$ cat config.mk
export PLATFORM = sky130hd
export DESIGN_NAME = bus_master_if
export DESIGN_NICKNAME = d
export VERILOG_FILES = /design/src/rtl/bus_if_pkg.sv /design/src/rtl/bus_if_wbuf.sv /design/src/rtl/bus_master_if.sv
export SDC_FILE = /design/constraint.sdc
export NUM_CORES = 1
export LEC_CHECK = 0
export ABC_AREA = 0
export CAP_MARGIN = 40
export CORE_MARGIN = 2
export CORE_UTILIZATION = 45
export DETAILED_ROUTE_END_ITERATION = 10
export PLACE_DENSITY_LB_ADDON = 0.15
export SLEW_MARGIN = 20
export SYNTH_ARGS = -nofsm -noshare
export SYNTH_HDL_FRONTEND = slang
export SYNTH_SLANG_ARGS = --single-unit
$ cat constraint.sdc
create_clock -name clk -period 3.1 [get_ports clk]
set_clock_uncertainty 0.15 [all_clocks]
set_input_delay 0.62 -clock clk [delete_from_list [all_inputs] [get_ports clk]]
set_output_delay 0.62 -clock clk [all_outputs]
set_load 0.02 [all_outputs]
$ cat src/rtl/bus_if_pkg.sv
// bus_if_pkg: shared state encoding and bus signalling constants for bus_master_if
package bus_if_pkg;
    typedef enum logic [1:0] {
        IDLE   = 2'd0,
        REQ    = 2'd1,
        ACCESS = 2'd2,
        STALL  = 2'd3
    } state_e;
    localparam logic READ     = 1'b1;
    localparam logic WRITE    = 1'b0;
    localparam logic ENABLE_  = 1'b0;
    localparam logic DISABLE_ = 1'b1;
endpackage

$ cat src/rtl/bus_if_wbuf.sv
// bus_if_wbuf: synchronous FIFO holding posted bus writes
// Ports: clk, reset (sync, active-high); push/push_data enqueue; pop dequeues;
//        head is the oldest entry; full/empty status.
module bus_if_wbuf #(
    parameter int W     = 8,
    parameter int DEPTH = 4
) (
    input  logic         clk,
    input  logic         reset,
    input  logic         push,
    input  logic [W-1:0] push_data,
    input  logic         pop,
    output logic [W-1:0] head,
    output logic         full,
    output logic         empty
);
    localparam int PW = $clog2(DEPTH);
    logic [W-1:0]  mem [DEPTH];
    logic [PW-1:0] wr_ptr, rd_ptr;
    logic [PW:0]   count;
    logic          do_push, do_pop;
    assign full    = count == (PW+1)'(DEPTH);
    assign empty   = count == '0;
    assign head    = mem[rd_ptr];
    assign do_push = push && !full;
    assign do_pop  = pop && !empty;
    // DEPTH is a power of two, so the pointers wrap on their own
    always_ff @(posedge clk) begin
        if (reset) begin
            wr_ptr <= '0;
            rd_ptr <= '0;
            count  <= '0;
        end else begin
            if (do_push) wr_ptr <= wr_ptr + PW'(1);
            if (do_pop) rd_ptr <= rd_ptr + PW'(1);
            count <= count + (PW+1)'(do_push) - (PW+1)'(do_pop);
        end
    end
    always_ff @(posedge clk) begin
        if (do_push) mem[wr_ptr] <= push_data;
    end
endmodule

$ cat src/rtl/bus_master_if.sv
// bus_master_if: CPU-side memory interface routing accesses to the scratch-pad or the system bus
// Ports: clk, reset (sync, active-high); stall, flush, busy (pipeline control);
//        addr, as_, rw, be, wr_data, rd_data (CPU access); spm_* (scratch-pad, same-cycle);
//        bus_req_, bus_grnt_, bus_as_, bus_addr, bus_rw, bus_wr_data, bus_be, bus_rdy_,
//        bus_rd_data (system bus handshake, registered fields).
// Define BUS_IF_POSTED_WR_EN to post bus writes into a WBUF_DEPTH-entry FIFO.
module bus_master_if
    import bus_if_pkg::*;
#(
    parameter int ADDR_W     = 30,
    parameter int DATA_W     = 32,
    parameter int IDX_W      = 3,
    parameter int SPM_IDX    = 1,
    parameter int WBUF_DEPTH = 4
) (
    input  logic                clk,
    input  logic                reset,
    input  logic                stall,
    input  logic                flush,
    output logic                busy,
    input  logic [ADDR_W-1:0]   addr,
    input  logic                as_,
    input  logic                rw,
    input  logic [DATA_W/8-1:0] be,
    input  logic [DATA_W-1:0]   wr_data,
    output logic [DATA_W-1:0]   rd_data,
    output logic [ADDR_W-1:0]   spm_addr,
    output logic                spm_as_,
    output logic                spm_rw,
    output logic [DATA_W-1:0]   spm_wr_data,
    output logic [DATA_W/8-1:0] spm_be,
    input  logic [DATA_W-1:0]   spm_rd_data,
    output logic                bus_req_,
    input  logic                bus_grnt_,
    output logic                bus_as_,
    output logic [ADDR_W-1:0]   bus_addr,
    output logic                bus_rw,
    output logic [DATA_W-1:0]   bus_wr_data,
    output logic [DATA_W/8-1:0] bus_be,
    input  logic                bus_rdy_,
    input  logic [DATA_W-1:0]   bus_rd_data
);
    state_e              state, state_nx;
    logic [DATA_W-1:0]   rd_buf;
    logic                acc, is_spm, bus_acc, rdy, done, launch, drain;
    assign acc         = as_ == ENABLE_ && !flush;
    assign is_spm      = addr[ADDR_W-1 -: IDX_W] == IDX_W'(SPM_IDX);
    assign bus_acc     = acc && !is_spm;
    assign rdy         = bus_rdy_ == ENABLE_;
    assign done        = state == ACCESS && rdy;
    assign spm_addr    = addr;
    assign spm_rw      = rw;
    assign spm_wr_data = wr_data;
    assign spm_be      = be;
    assign spm_as_     = (acc && is_spm && !stall) ? ENABLE_ : DISABLE_;
`ifdef BUS_IF_POSTED_WR_EN
    localparam int WB_W = ADDR_W + DATA_W/8 + DATA_W;
    logic            launch_wb, wb_push, wb_pop, wb_full, wb_empty;
    logic [WB_W-1:0] wb_head;
    bus_if_wbuf #(.W(WB_W), .DEPTH(WBUF_DEPTH)) u_wbuf (
        .clk       (clk),
        .reset     (reset),
        .push      (wb_push),
        .push_data ({addr, be, wr_data}),
        .pop       (wb_pop),
        .head      (wb_head),
        .full      (wb_full),
        .empty     (wb_empty)
    );
    // the head entry stays queued while on the bus, so it still counts toward full
    assign wb_pop = done && drain;
    always_ff @(posedge clk) begin
        if (reset) drain <= 1'b0;
        else if (launch_wb) drain <= 1'b1;
        else if (done) drain <= 1'b0;
    end
`else
    // without the FIFO every bus transaction belongs to the pipeline
    assign drain = WBUF_DEPTH < 0;
`endif
    always_ff @(posedge clk) begin
        if (reset) state <= IDLE;
        else state <= state_nx;
    end
    always_comb begin
        state_nx = state;
        launch   = 1'b0;
        busy     = 1'b0;
        rd_data  = (spm_as_ == ENABLE_ && rw == READ) ? spm_rd_data : '0;
`ifdef BUS_IF_POSTED_WR_EN
        launch_wb = 1'b0;
        wb_push   = 1'b0;
        // writes keep posting while a drain owns the bus; reads wait for the FIFO to empty
        if (bus_acc && (state == IDLE || drain)) begin
            busy    = rw == READ || wb_full;
            wb_push = rw == WRITE && !wb_full && !stall;
        end
`endif
        case (state)
            IDLE: begin
`ifdef BUS_IF_POSTED_WR_EN
                launch_wb = !wb_empty;
                launch    = wb_empty && bus_acc && rw == READ;
                state_nx  = (launch || launch_wb) ? REQ : IDLE;
`else
                launch    = bus_acc;
                busy      = bus_acc;
                state_nx  = bus_acc ? REQ : IDLE;
`endif
            end
            REQ: begin
                busy     = busy || !drain;
                state_nx = bus_grnt_ == ENABLE_ ? ACCESS : REQ;
            end
            ACCESS: begin
                busy     = drain ? busy : !rdy;
                state_nx = !rdy ? ACCESS : (stall && !drain) ? STALL : IDLE;
                if (rdy && !drain && bus_rw == READ) rd_data = bus_rd_data;
            end
            STALL: begin
                rd_data  = rd_buf;
                state_nx = stall ? STALL : IDLE;
            end
            default: state_nx = IDLE;
        endcase
    end
    always_ff @(posedge clk) begin
        if (reset) begin
            bus_req_    <= DISABLE_;
            bus_as_     <= DISABLE_;
            bus_addr    <= '0;
            bus_rw      <= READ;
            bus_wr_data <= '0;
            bus_be      <= '0;
            rd_buf      <= '0;
        end else begin
            bus_as_ <= (state == REQ && bus_grnt_ == ENABLE_) ? ENABLE_ : DISABLE_;
            if (launch) begin
                bus_req_    <= ENABLE_;
                bus_addr    <= addr;
                bus_rw      <= rw;
                bus_wr_data <= wr_data;
                bus_be      <= be;
            end
`ifdef BUS_IF_POSTED_WR_EN
            if (launch_wb) begin
                bus_req_                           <= ENABLE_;
                bus_rw                             <= WRITE;
                {bus_addr, bus_be, bus_wr_data}    <= wb_head;
            end
`endif
            if (done) begin
                bus_req_    <= DISABLE_;
                bus_addr    <= '0;
                bus_rw      <= READ;
                bus_wr_data <= '0;
                bus_be      <= '0;
                if (!drain && bus_rw == READ) rd_buf <= bus_rd_data;
            end
        end
    end
endmodule

Yosys cells after proc, flatten, opt, wreduce, memory -nomap -nowiden
Index checks and enable logic that the tools add are counted.

storage, ports and cells
  memory bits (read-only) = 0
  output and inout port bits = 170
  memories kept = 0
  input bits = 138
  RAM bits = 0
  latch bits = 0
  bits in registers = 103
  logic and storage cells = 41

operators by class
  $lt $le $gt $ge = 0
  bitwise operators = 3
  mux-type cells = 12
  shifts and indexed selects = 0
  div/mod/pow operators = 0
  add/subtract/negate cells = 0
  eq/ne operators = 4
  reductions and logical operators = 14
  multipliers = 0

operator list
  cell                                                                   count
  32-bit two-way mux                                                     2
  32-bit one-hot mux with 2 select lines                                 1
  1-bit logical AND                                                      8
  2-bit one-hot mux with 4 select lines                                  1
  2-bit two-way mux                                                      3
  2-bit equality test, second input constant                             2
  1-bit two-way mux                                                      4
  3-bit by 1-bit equality test with 1-bit output, second input constant  1
  1-bit zero test                                                        3
  1-bit inverter                                                         3
  1-bit one-hot mux with 3 select lines                                  1
  2-bit by 1-bit equality test with 1-bit output, second input constant  1
  2-bit zero test                                                        1
  2-bit AND reduction                                                    1
  2-bit OR reduction                                                     1

Logic depth before layout (Yosys ltp)
  depth in word-level cells = 8
  gate-level depth with buffers = 7
  gate-level depth less buffers = 3

Worst setup path after synthesis
Ideal clock, no wire load.

  path type = in2out
  start = in addr[29]
  end = out rd_data[17]
  required time = 2.330 ns
  stages = 3
  arrival = 2.006 ns
  slack = 0.324 ns
  path through = or3b_4 -> nand3b_4 -> o41ai_1

on the way
  cells in the longest elaborated chain, start to end = 7

ends and longest elaborated chain
  what                                              line                  RTL
  from (decl)                                       bus_master_if.sv:21   input logic [ADDR_W-1:0] addr,
  3-bit by 1-bit equality test with 1-bit output *  bus_master_if.sv:47   assign is_spm = addr[ADDR_W-1 -: IDX_W] == IDX_W'(SPM_IDX);
  1-bit logical AND * (2 in series)                 bus_master_if.sv:55   assign spm_as_ = (acc && is_spm && !stall) ? ENABLE_ : DISABLE_;
  1-bit logical AND *                               bus_master_if.sv:89   rd_data = (spm_as_ == ENABLE_ && rw == READ) ? spm_rd_data : '0;
  32-bit two-way mux *                              bus_master_if.sv:89
  32-bit two-way mux                                bus_master_if.sv:118  if (rdy && !drain && bus_rw == READ) rd_data = bus_rd_data;
  32-bit one-hot mux with 2 select lines *          bus_master_if.sv:99   case (state)
  to (decl)                                         bus_master_if.sv:26   output logic [DATA_W-1:0] rd_data,

Every way passes the cells marked *; elsewhere a longest branch is shown, timed or not.

Final worst setup path
  start = in addr[28]
  end = out rd_data[8]

The elaborated chain is that of the path after synthesis.

==> out/metrics.csv <==
metric;value;unit
yosysUniqueCellTypes;34;
period_minus_slack;3.09;ns
async_flop_share;0;%
fin_total_pwr;3.47;mW
drtIter0Drc;220;
r2r_setup_slack;0.86;ns
finalNonFillerCells;1124;
syn_inst;730;
grt_pass1_wl;28700;um
wl_met1;7570;um
antenna_cells;0;
clk_pin_slew_worst_paths;0.07;ns
die-area;15400;um2
grt_setup_unrepaired;true;
yosysWarnings;0;
fp.coreArea;14000;um2
hold_slack;0.300;ns
first_pass_iters;4;
setup_violations;0;
irDropWorstVdd;0.000220;V
min_from;rd_buf[19];
utilization;68.2;%
crit_fanout;7;
routed_wl;19600;um
synth_common_cells;133 x nand3b_1, 103 x dfxtp_1, 67 x buf_4;
hold_class;register to register;
ys_seq_area_share;31.8;%
area_growth_syn_to_layout;47.1;%
portBuffers;307;
synth_fp_nets;868;
grt_pass1_vias;5806;
vias;5950;
via_per_inst;5.29;
netlist.top_cell.by_area;dfxtp_1;
grt_remaining_overflow;0;
start_kind;primary input;
route.detailed.wl_per_inst;17.4;um
ios;308;
fmax;0.324;GHz
outcome;complete, no violations;
clock_path_buffers;2;
hold_path_end;rd_buf[19];
cts_made_buffers;9;
ant_nets;0;
synth_ff_type;dfxtp_1;
initial_core_util;46.4;%
antenna_found_initial;0;
avgSynthCellArea;8.89;um2
gp_congestion;0.786;
worstReg2RegEnd;bus_addr[7];
dp_hpwl;14200;um
h-tree-depth;3;
cts_sinks;103;
drc;0;
hold_depth;2;
crit_start;addr[28];
p_leak;3.76;nW
synth_enable_flop_cells;0;
wl_met2;10100;um
hold_violations;0;
critical_path_arrival;2.32;ns
grtUsageTotal;23.7;%
cts_hold_buf;0;
r2r-start;state[1];
p_per_area;363;nW/um2
synth_top_area_share;31.8;%
fp.dieW;124;um
drive_gt1_share;13.0;%
critPathKind;primary input to output pin;
yosys_register_bits;103;
netlist_area;6490;um2
num_rows;43;
dr_wl_met3;1550;um
crit_required;2.33;ns
placed_area;9300;um2
nFillCells;1118;
final_nets;1077;
slew_headroom;61.2;%
top_layer;met4;
die_h;124;um
ctsRootBufferMaster;clkbuf_16;
final_max_slew_viol_count;0;
reg2regPathDepth;5;
post-place-cells;1106;
timing.final.crit_share;99.5;%
tightest_slew;0.581;ns
worst_skew_pair.late_latency;0.34;ns
cts_tree;done;
synth_area_leaders;dfxtp_1 32%, nand3b_1 15%, mux2i_1 10%, buf_4 7.8%, o41ai_2 7.3%;
synth_most_common_cell;nand3b_1;
final_area;9540;um2
end_kind;output pin;
max_cap_violations;0;
grt_max_degree;93;
cell families (layout without fill, tap and decap cells):
kind of cell | count (synthesis) | after routing | synth area share [%]
AO/OA/AOI/OAI | 103 | 103 | 13.4
buffers and inverters | 180 | 394 | 15.6
flip-flops | 103 | 103 | 31.8
multiplexers | 66 | 66 | 10.2
AND/OR/NAND/NOR | 278 | 278 | 29.0
flip-flops by register name, summed over array words and instances, names as in the netlist:
register     flops
bus_wr_data     32
rd_buf          32
bus_addr        30
bus_be           4
state            2
bus_as_          1
bus_req_         1
bus_rw           1
repair_timing:
action,in CTS,in global routing
resized for setup,155,23
gates cloned,2,0
endpoints found under the setup margin,34,20
buffers inserted,0,0
pin swaps,2,0
layer usage:
metal  track usage [%]  up-vias
met5                 0        -
met4              7.44        0
met3              6.32       25
met2              44.0      207
met1              26.2     2816
li1                  -     2902
critical path, stage by stage:
cell and delay (ns):
dlygate4sd2_1 0.25, or3b_4 0.42, nand3b_4 0.27, buf_4 0.24, o41ai_2 0.30, buf_4 0.20
placed cells by master, fill, tap and decap left out, types with 29 or more instances in the layout:
cell,n
a21oi_1,33
and2_1,32
buf_4,32
clkdlybuf4s50_1,270
dfxtp_1,102
inv_1,37
mux2i_1,66
nand2_1,65
nand3b_1,133
nor4bb_1,32
o21ai_1,32
o41ai_2,29
report_power, final:
group          leakage [nW]  switching [mW]  internal (mW)
sequential            0.838          0.0389           1.38
clock                 0.134           0.521          0.626
combinational          2.79           0.420          0.480
total                  3.76           0.980           2.49
metrics by stage:
step	setup TNS [ns]	setup slack, ns
floorplan	0	0.324
global placement	-15.75	-0.538
detailed placement	-17.04	-0.559
CTS	-0.203	-0.0389
global route	-0.173	-0.0436
finish	0	0.0143
layout make-up:
type | instances | area (um2) | share of cell area (%)
Tap cell | 180 | 225 | 2.36
Multi-Input combinational cell | 447 | 3480 | 36.4
Inverter | 37 | 139 | 1.46
Sequential cell | 103 | 2060 | 21.6
Clock buffer | 9 | 225 | 2.36
Clock inverter | 7 | 73.8 | 0.773
Timing Repair Buffer | 341 | 3340 | 35.0
worst max path at each step:
| stage | end | slack (ns) |
|---|---|---|
| global route | rd_data[8] | -0.04 |
| finish | rd_data[8] | 0.01 |
| detailed placement | rd_data[17] | -0.56 |
| floorplan | rd_data[17] | 0.32 |
| global placement | rd_data[18] | -0.54 |
| CTS | rd_data[18] | -0.04 |
Note: power is estimated with default switching activity, not from simulation.
==> patch 1 (same settings) <==
Add a define of `BUS_IF_POSTED_WR_EN`.
--- a/src/rtl/bus_master_if.sv
+++ b/src/rtl/bus_master_if.sv
@@ -5,4 +5,6 @@
 //        bus_rd_data (system bus handshake, registered fields).
 // Define BUS_IF_POSTED_WR_EN to post bus writes into a WBUF_DEPTH-entry FIFO.
+`define BUS_IF_POSTED_WR_EN
+
 module bus_master_if
     import bus_if_pkg::*;
Function: changed (a bounded check fails within 4 cycles, from zero or initial values and one cycle with reset high).
==> patch 1 against the original RTL <==
  * The flow now finishes with violations (negative setup slack)
  * Fmax fell by 2.5%
  * Sequential power rose to 3.9 times the old value
  * Cell area up 120%
  * Routed wire length up 87%
  * Area after synthesis up 140%
  * Sequential cell count up 274
  * Global-route usage decreased by 3.2 points
  * Worst setup slack lost 0.078 ns
  * Total power rose to 3.2 times the old value
  * Highest routed layer unchanged
==> patch 1: results (changes against the original RTL) <==
Global routing:
- The via count of the first global-routing pass was 9955 (+71%).
- The all-layer global routing usage is 0.205 (-0.0324).
- The first-pass GRT wire length is 57.1 mm (+99%).
- The maximum number of pins on one net before global-route repair is 45 (-52%).

Synth:
- The number of synthesized flops with an enable pin is 264 (+264).
- The sequential element share of the synthesized area is 0.665 (+0.347).
- The most used flip-flop cell after synthesis is edfxtp_1.
- The number of distinct library cells after synthesis is 41 (+21%).
- The commonest cells after synthesis are edfxtp_1 (264), nand2_1 (200), dfxtp_1 (113).

Clocking:
- The TritonCTS buffer count is 41 (+32).
- The clock latency reported for the late side of the worst-skew pair is 0.52 ns (+0.18 ns).

Detailed routing:
- The number of vias in the routed layout was 9696 (+63%).

Place:
- The detailed placement HPWL is 22.9 mm (+62%).
- The pre-CTS worst setup slack is -0.955 ns (-0.396 ns).

Power and ir drop:
- The cell leakage power came to 7.06 nW (+88%).

STA:
- The final setup TNS came to -1.45 ns (-1.45 ns).
- The pin slew with the least headroom to its limit was 0.482 ns (-0.0995 ns).
- The final worst setup slack came to -0.0633 ns (-0.0776 ns).
- The number of failing setup endpoints in the final timing report is 32 (+32).

Run status:
- The checks that failed: negative setup slack.
- The flow ran to the end, but the final reports show violations.

Worst setup path:
- The delay contributed by the slowest stage of the critical path was 0.47 ns (+0.05 ns).
- The end of the worst register-to-register path is u_wbuf.count[2]$_SDFF_PP0_.
- The slowest stage of the critical path is the or4_4 cell.

Finish:
- The layout net count is 1514 (+41%).
- The layout cell share with drive strength beyond 1 is 0.176 (+0.0453).

Worst hold path:
- The sink of the worst hold path is u_wbuf.mem[2][63]$_DFFE_PP_.
-- patch 1: stage by stage --
stage	cells	hold WS (ns)
global route	1843	0.287
finish	1843	0.303
detailed placement	1764	0.299
global placement	1764	0.296
floorplan	1087	0.287
CTS	1843	0.307
-- patch 1: power breakdown --
group | total, mW | switching [mW] | internal (mW) | leakage [nW]
combinational | 0.925 | 0.465 | 0.460 | 3.11
clock | 4.77 | 1.85 | 2.92 | 0.651
sequential | 5.52 | 0.0459 | 5.47 | 3.30
-- patch 1: cell type report --
cell class | instances | area, um2
Multi-Input combinational cell | 558 | 4300
Inverter | 11 | 41.3
Clock inverter | 14 | 176
Tap cell | 448 | 561
Clock buffer | 59 | 1150
Sequential cell | 377 | 10200
Timing Repair Buffer | 376 | 4090
Fill cell | 2567 | 13000
-- patch 1: routing by layer --
metal  wire length (um)  global-route usage  vias to the layer above
li1                   -                   -                     4564
met3               2130              0.0419                       30
met2              17900               0.348                      289
met5                  0                   0                        -
met1              16100               0.277                     4813
met4                331              0.0349                        0
-- patch 1: worst max path at each step --
stage,startpoint,endpoint,slack [ns],cells after the start
finish,addr[29],rd_data[24],-0.06,8
global route,addr[29],rd_data[20],-0.12,8
CTS,addr[29],rd_data[12],-0.20,10
detailed placement,addr[29],rd_data[10],-0.96,8
global placement,addr[29],rd_data[10],-0.93,8
floorplan,addr[29],rd_data[11],0.16,5
-- patch 1: kinds of logic after synthesis --
family                   count (synthesis)  synth area share
AO/OA/AOI/OAI                          176            0.0884
XOR/XNOR                                 4           0.00229
adder cells (fa/ha/maj)                 11           0.00947
buffers and inverters                  152            0.0569
flip-flops                             377             0.665
multiplexers                            68            0.0984
AND/OR/NAND/NOR                        299            0.0793
-- patch 1: what timing repair did --
item / CTS / global route
buffers inserted: 4 / 2
pin swaps: 10 / 19
cloned: 2 / 1
resized for setup: 210 / 11
setup endpoints to repair: 34 / 32
==> patch 2 (config.mk and constraints unchanged) <==
Made on the original files. Re-encode `state_e` (4 states) as one-hot, 4 bits wide.
--- a/src/rtl/bus_if_pkg.sv
+++ b/src/rtl/bus_if_pkg.sv
@@ -1,9 +1,9 @@
 // bus_if_pkg: shared state encoding and bus signalling constants for bus_master_if
 package bus_if_pkg;
-    typedef enum logic [1:0] {
-        IDLE   = 2'd0,
-        REQ    = 2'd1,
-        ACCESS = 2'd2,
-        STALL  = 2'd3
+    typedef enum logic [3:0] {
+        IDLE   = 4'b0001,
+        REQ    = 4'b0010,
+        ACCESS = 4'b0100,
+        STALL  = 4'b1000
     } state_e;
     localparam logic READ     = 1'b1;
Formal check against the unedited RTL: same outputs for any inputs over 4 cycles, from zero or initial values and one cycle with reset high; so few cycles prove little.
==> patch 2 against the original RTL <==
  * The flow now finishes with violations (negative setup slack)
  * Area after synthesis fell by 25%
  * Worst setup slack got worse by 0.063 ns
  * Sequential cell count rose by 2
  * Global-route usage rose by 3.0 points
  * Routed wire length fell by 18%
  * Total power fell by 16%
  * Worst hold slack improved by 0.0094 ns
  * Cell area fell by 17%
  * Register-to-register slack got worse by 0.05 ns
  * Largest cell class is now non-clock buffers
==> patch 2: results (changes against the original RTL) <==
Finish:
- The layout net count came to 996 (-7.5%).
- The area of combinational cells with multiple inputs came to 0.00206 mm2 (-41%).
- The largest registers in the layout are bus_wr_data x32, rd_buf x32, bus_addr x30.
- The filler cell count is 798 (-29%).
- The layout cell share with drive strength beyond 1 was 0.109 (-0.0214).

Clocking:
- The deepest clock path buffer count was 2 (unchanged).
- Clock tree synthesis selected as its root buffer the cell clkbuf_8.
- The TritonCTS buffer count was 9 (unchanged).
- The clock-pin slew reported for the worst setup and hold paths after clock tree synthesis was 0.10 ns (+0.03 ns).
- The maximum level of the CTS H-tree came to 3 (unchanged).
- The clock latency reported for the late side of the worst-skew pair is 0.35 ns.

Synth:
- The sequential element share of the synthesized area is 0.431 (+0.114).
- The synthesized netlist cell count came to 621 (-15%).
- Ranked by total cell area, the synthesized netlist is headed by dfxtp_1 (43%), nand2_1 (15%), buf_4 (11%).
- In the synthesized netlist, the cells that appear most often are nand2_1 (196), dfxtp_1 (105), a21oi_1 (98).
- The post-synthesis async set-or-reset flop share is 0 (unchanged).
- The synthesis warning total came to 0 (unchanged).
- The net count after synthesis is 759 (-13%).
- The number of distinct library cells after synthesis is 35 (+2.9%).

Run status:
- The run finished, with violations left.
- The final reports fail on negative setup slack.

Place:
- The routability-driven placement congestion ratio came to 0.767 (-2.4%).
- The area after detailed placement was 0.00765 mm2 (-18%).
- The detailed placement HPWL is 12.0 mm (-15%).
- The instance count after placement with tap cells included is 978 (-12%).
- The count of buffers from port buffering was 307 (unchanged).
- The pre-CTS worst setup slack is -0.989 ns (-0.429 ns).

Power and ir drop:
- The worst vdd rail ir drop was 0.251 mV (+14%).
- The cell leakage power is 3.22 nW (-14%).
- The internal power is 2.09 mW (-16%).

STA:
- The pin slew with the least headroom to its limit was 0.512 ns (-0.0695 ns).
- The final worst setup slack is -0.0483 ns (-0.0627 ns).
- The number of failing setup endpoints in the final timing report is 24 (+24).
- The final setup TNS is -0.743 ns (-0.743 ns).
- The timing-limited maximum frequency came to 318 MHz (-2.0%).
- The smallest hold slack is 0.309 ns (+0.00943 ns).

Detailed routing:
- The number of vias in the routed layout was 5079 (-15%).
- The detail-routed net length per standard cell is 16.1 um (-7.4%).
- The via count normalized by instance count is 5.07 (-4.1%).
- The initial detailed-routing violation count is 181 (-18%).
- The first-pass iteration count of the detailed router is 5 (+1).

Worst setup path:
- The endpoint arrival time on the critical path is 2.38 ns (+0.06 ns).
- On the critical path, the stage with the largest delay is an instance of or4_4.
- The highest net fanout along the worst path is 16 (+9).
- The delay contributed by the slowest stage of the critical path is 0.46 ns (+0.04 ns).
- The category of cells accounting for the largest share of critical-path delay is simple AND/OR/NAND/NOR gates.
- The worst setup slack for register-to-register paths is 0.81 ns (-0.05 ns).

Global routing:
- The maximum number of pins on one net before global-route repair is 45 (-52%).
- The first-pass GRT wire length is 24.9 mm (-13%).
- The via count of the first global-routing pass was 5003 (-14%).
- The initial antenna violation count came to 2 (+2).
- The all-layer global routing usage is 0.267 (+0.0304).

Worst hold path:
- The worst hold path class is flip-flop to flip-flop.
[patch 2: logic make-up after synthesis]
family | share of synthesized area
AO/OA/AOI/OAI | 0.227
AND/OR/NAND/NOR | 0.192
flip-flops | 0.431
buffers and inverters | 0.150
[patch 2: cell type report]
type,instances,share of cell area
flip-flops and latches,105,0.265
repair buffers,338,0.429
diodes,2,0.000630
clock buffers,11,0.0178
clock inverters,5,0.00488
well taps,136,0.0214
multi-input cells,400,0.259
inverters,4,0.00189
[patch 2: worst paths after layout]
kind                                                from                            to  depth (start not counted)
worst max-delay path                            addr[29]                   rd_data[12]                          8
worst min-delay path            bus_addr[9]$_SDFFE_PP0P_      bus_addr[9]$_SDFFE_PP0P_                          2
worst max register to register       state[0]$_SDFF_PP1_  bus_wr_data[19]$_SDFFE_PP0P_                          6
worst min register to register  bus_addr[9]$_SDFFE_PP0P_      bus_addr[9]$_SDFFE_PP0P_                          2
[patch 2: tightest hold or removal path, stage by stage (launching register included)]
cell	delay [ns]
dfxtp_1	0.32
nand2_1	0.05
a21oi_1	0.05
[patch 2: layer usage]
metal,up-vias,GRT usage,wire length [um]
li1,2491,-,-
met1,2341,0.275,5740
met2,225,0.515,8610
met3,22,0.0874,1530
met4,0,0.0714,255
met5,-,0,0
[patch 2: power groups by stage]
stage          Combinational, mW  Sequential, mW  Clock [mW]
3_3_place_gp               0.682            1.45           0
2_1_floorplan              0.259            1.51           0
6_report                   0.694            1.42       0.790
3_5_place_dp               0.693            1.45           0
5_1_grt                    0.734            1.43       0.859
4_1_cts                    0.696            1.42       0.806
[patch 2: what timing repair did]
action,in CTS,in global routing
gates resized for setup,211,4
gates cloned,2,0
setup buffers,3,1
setup endpoints to repair,34,32
pin swaps,14,6
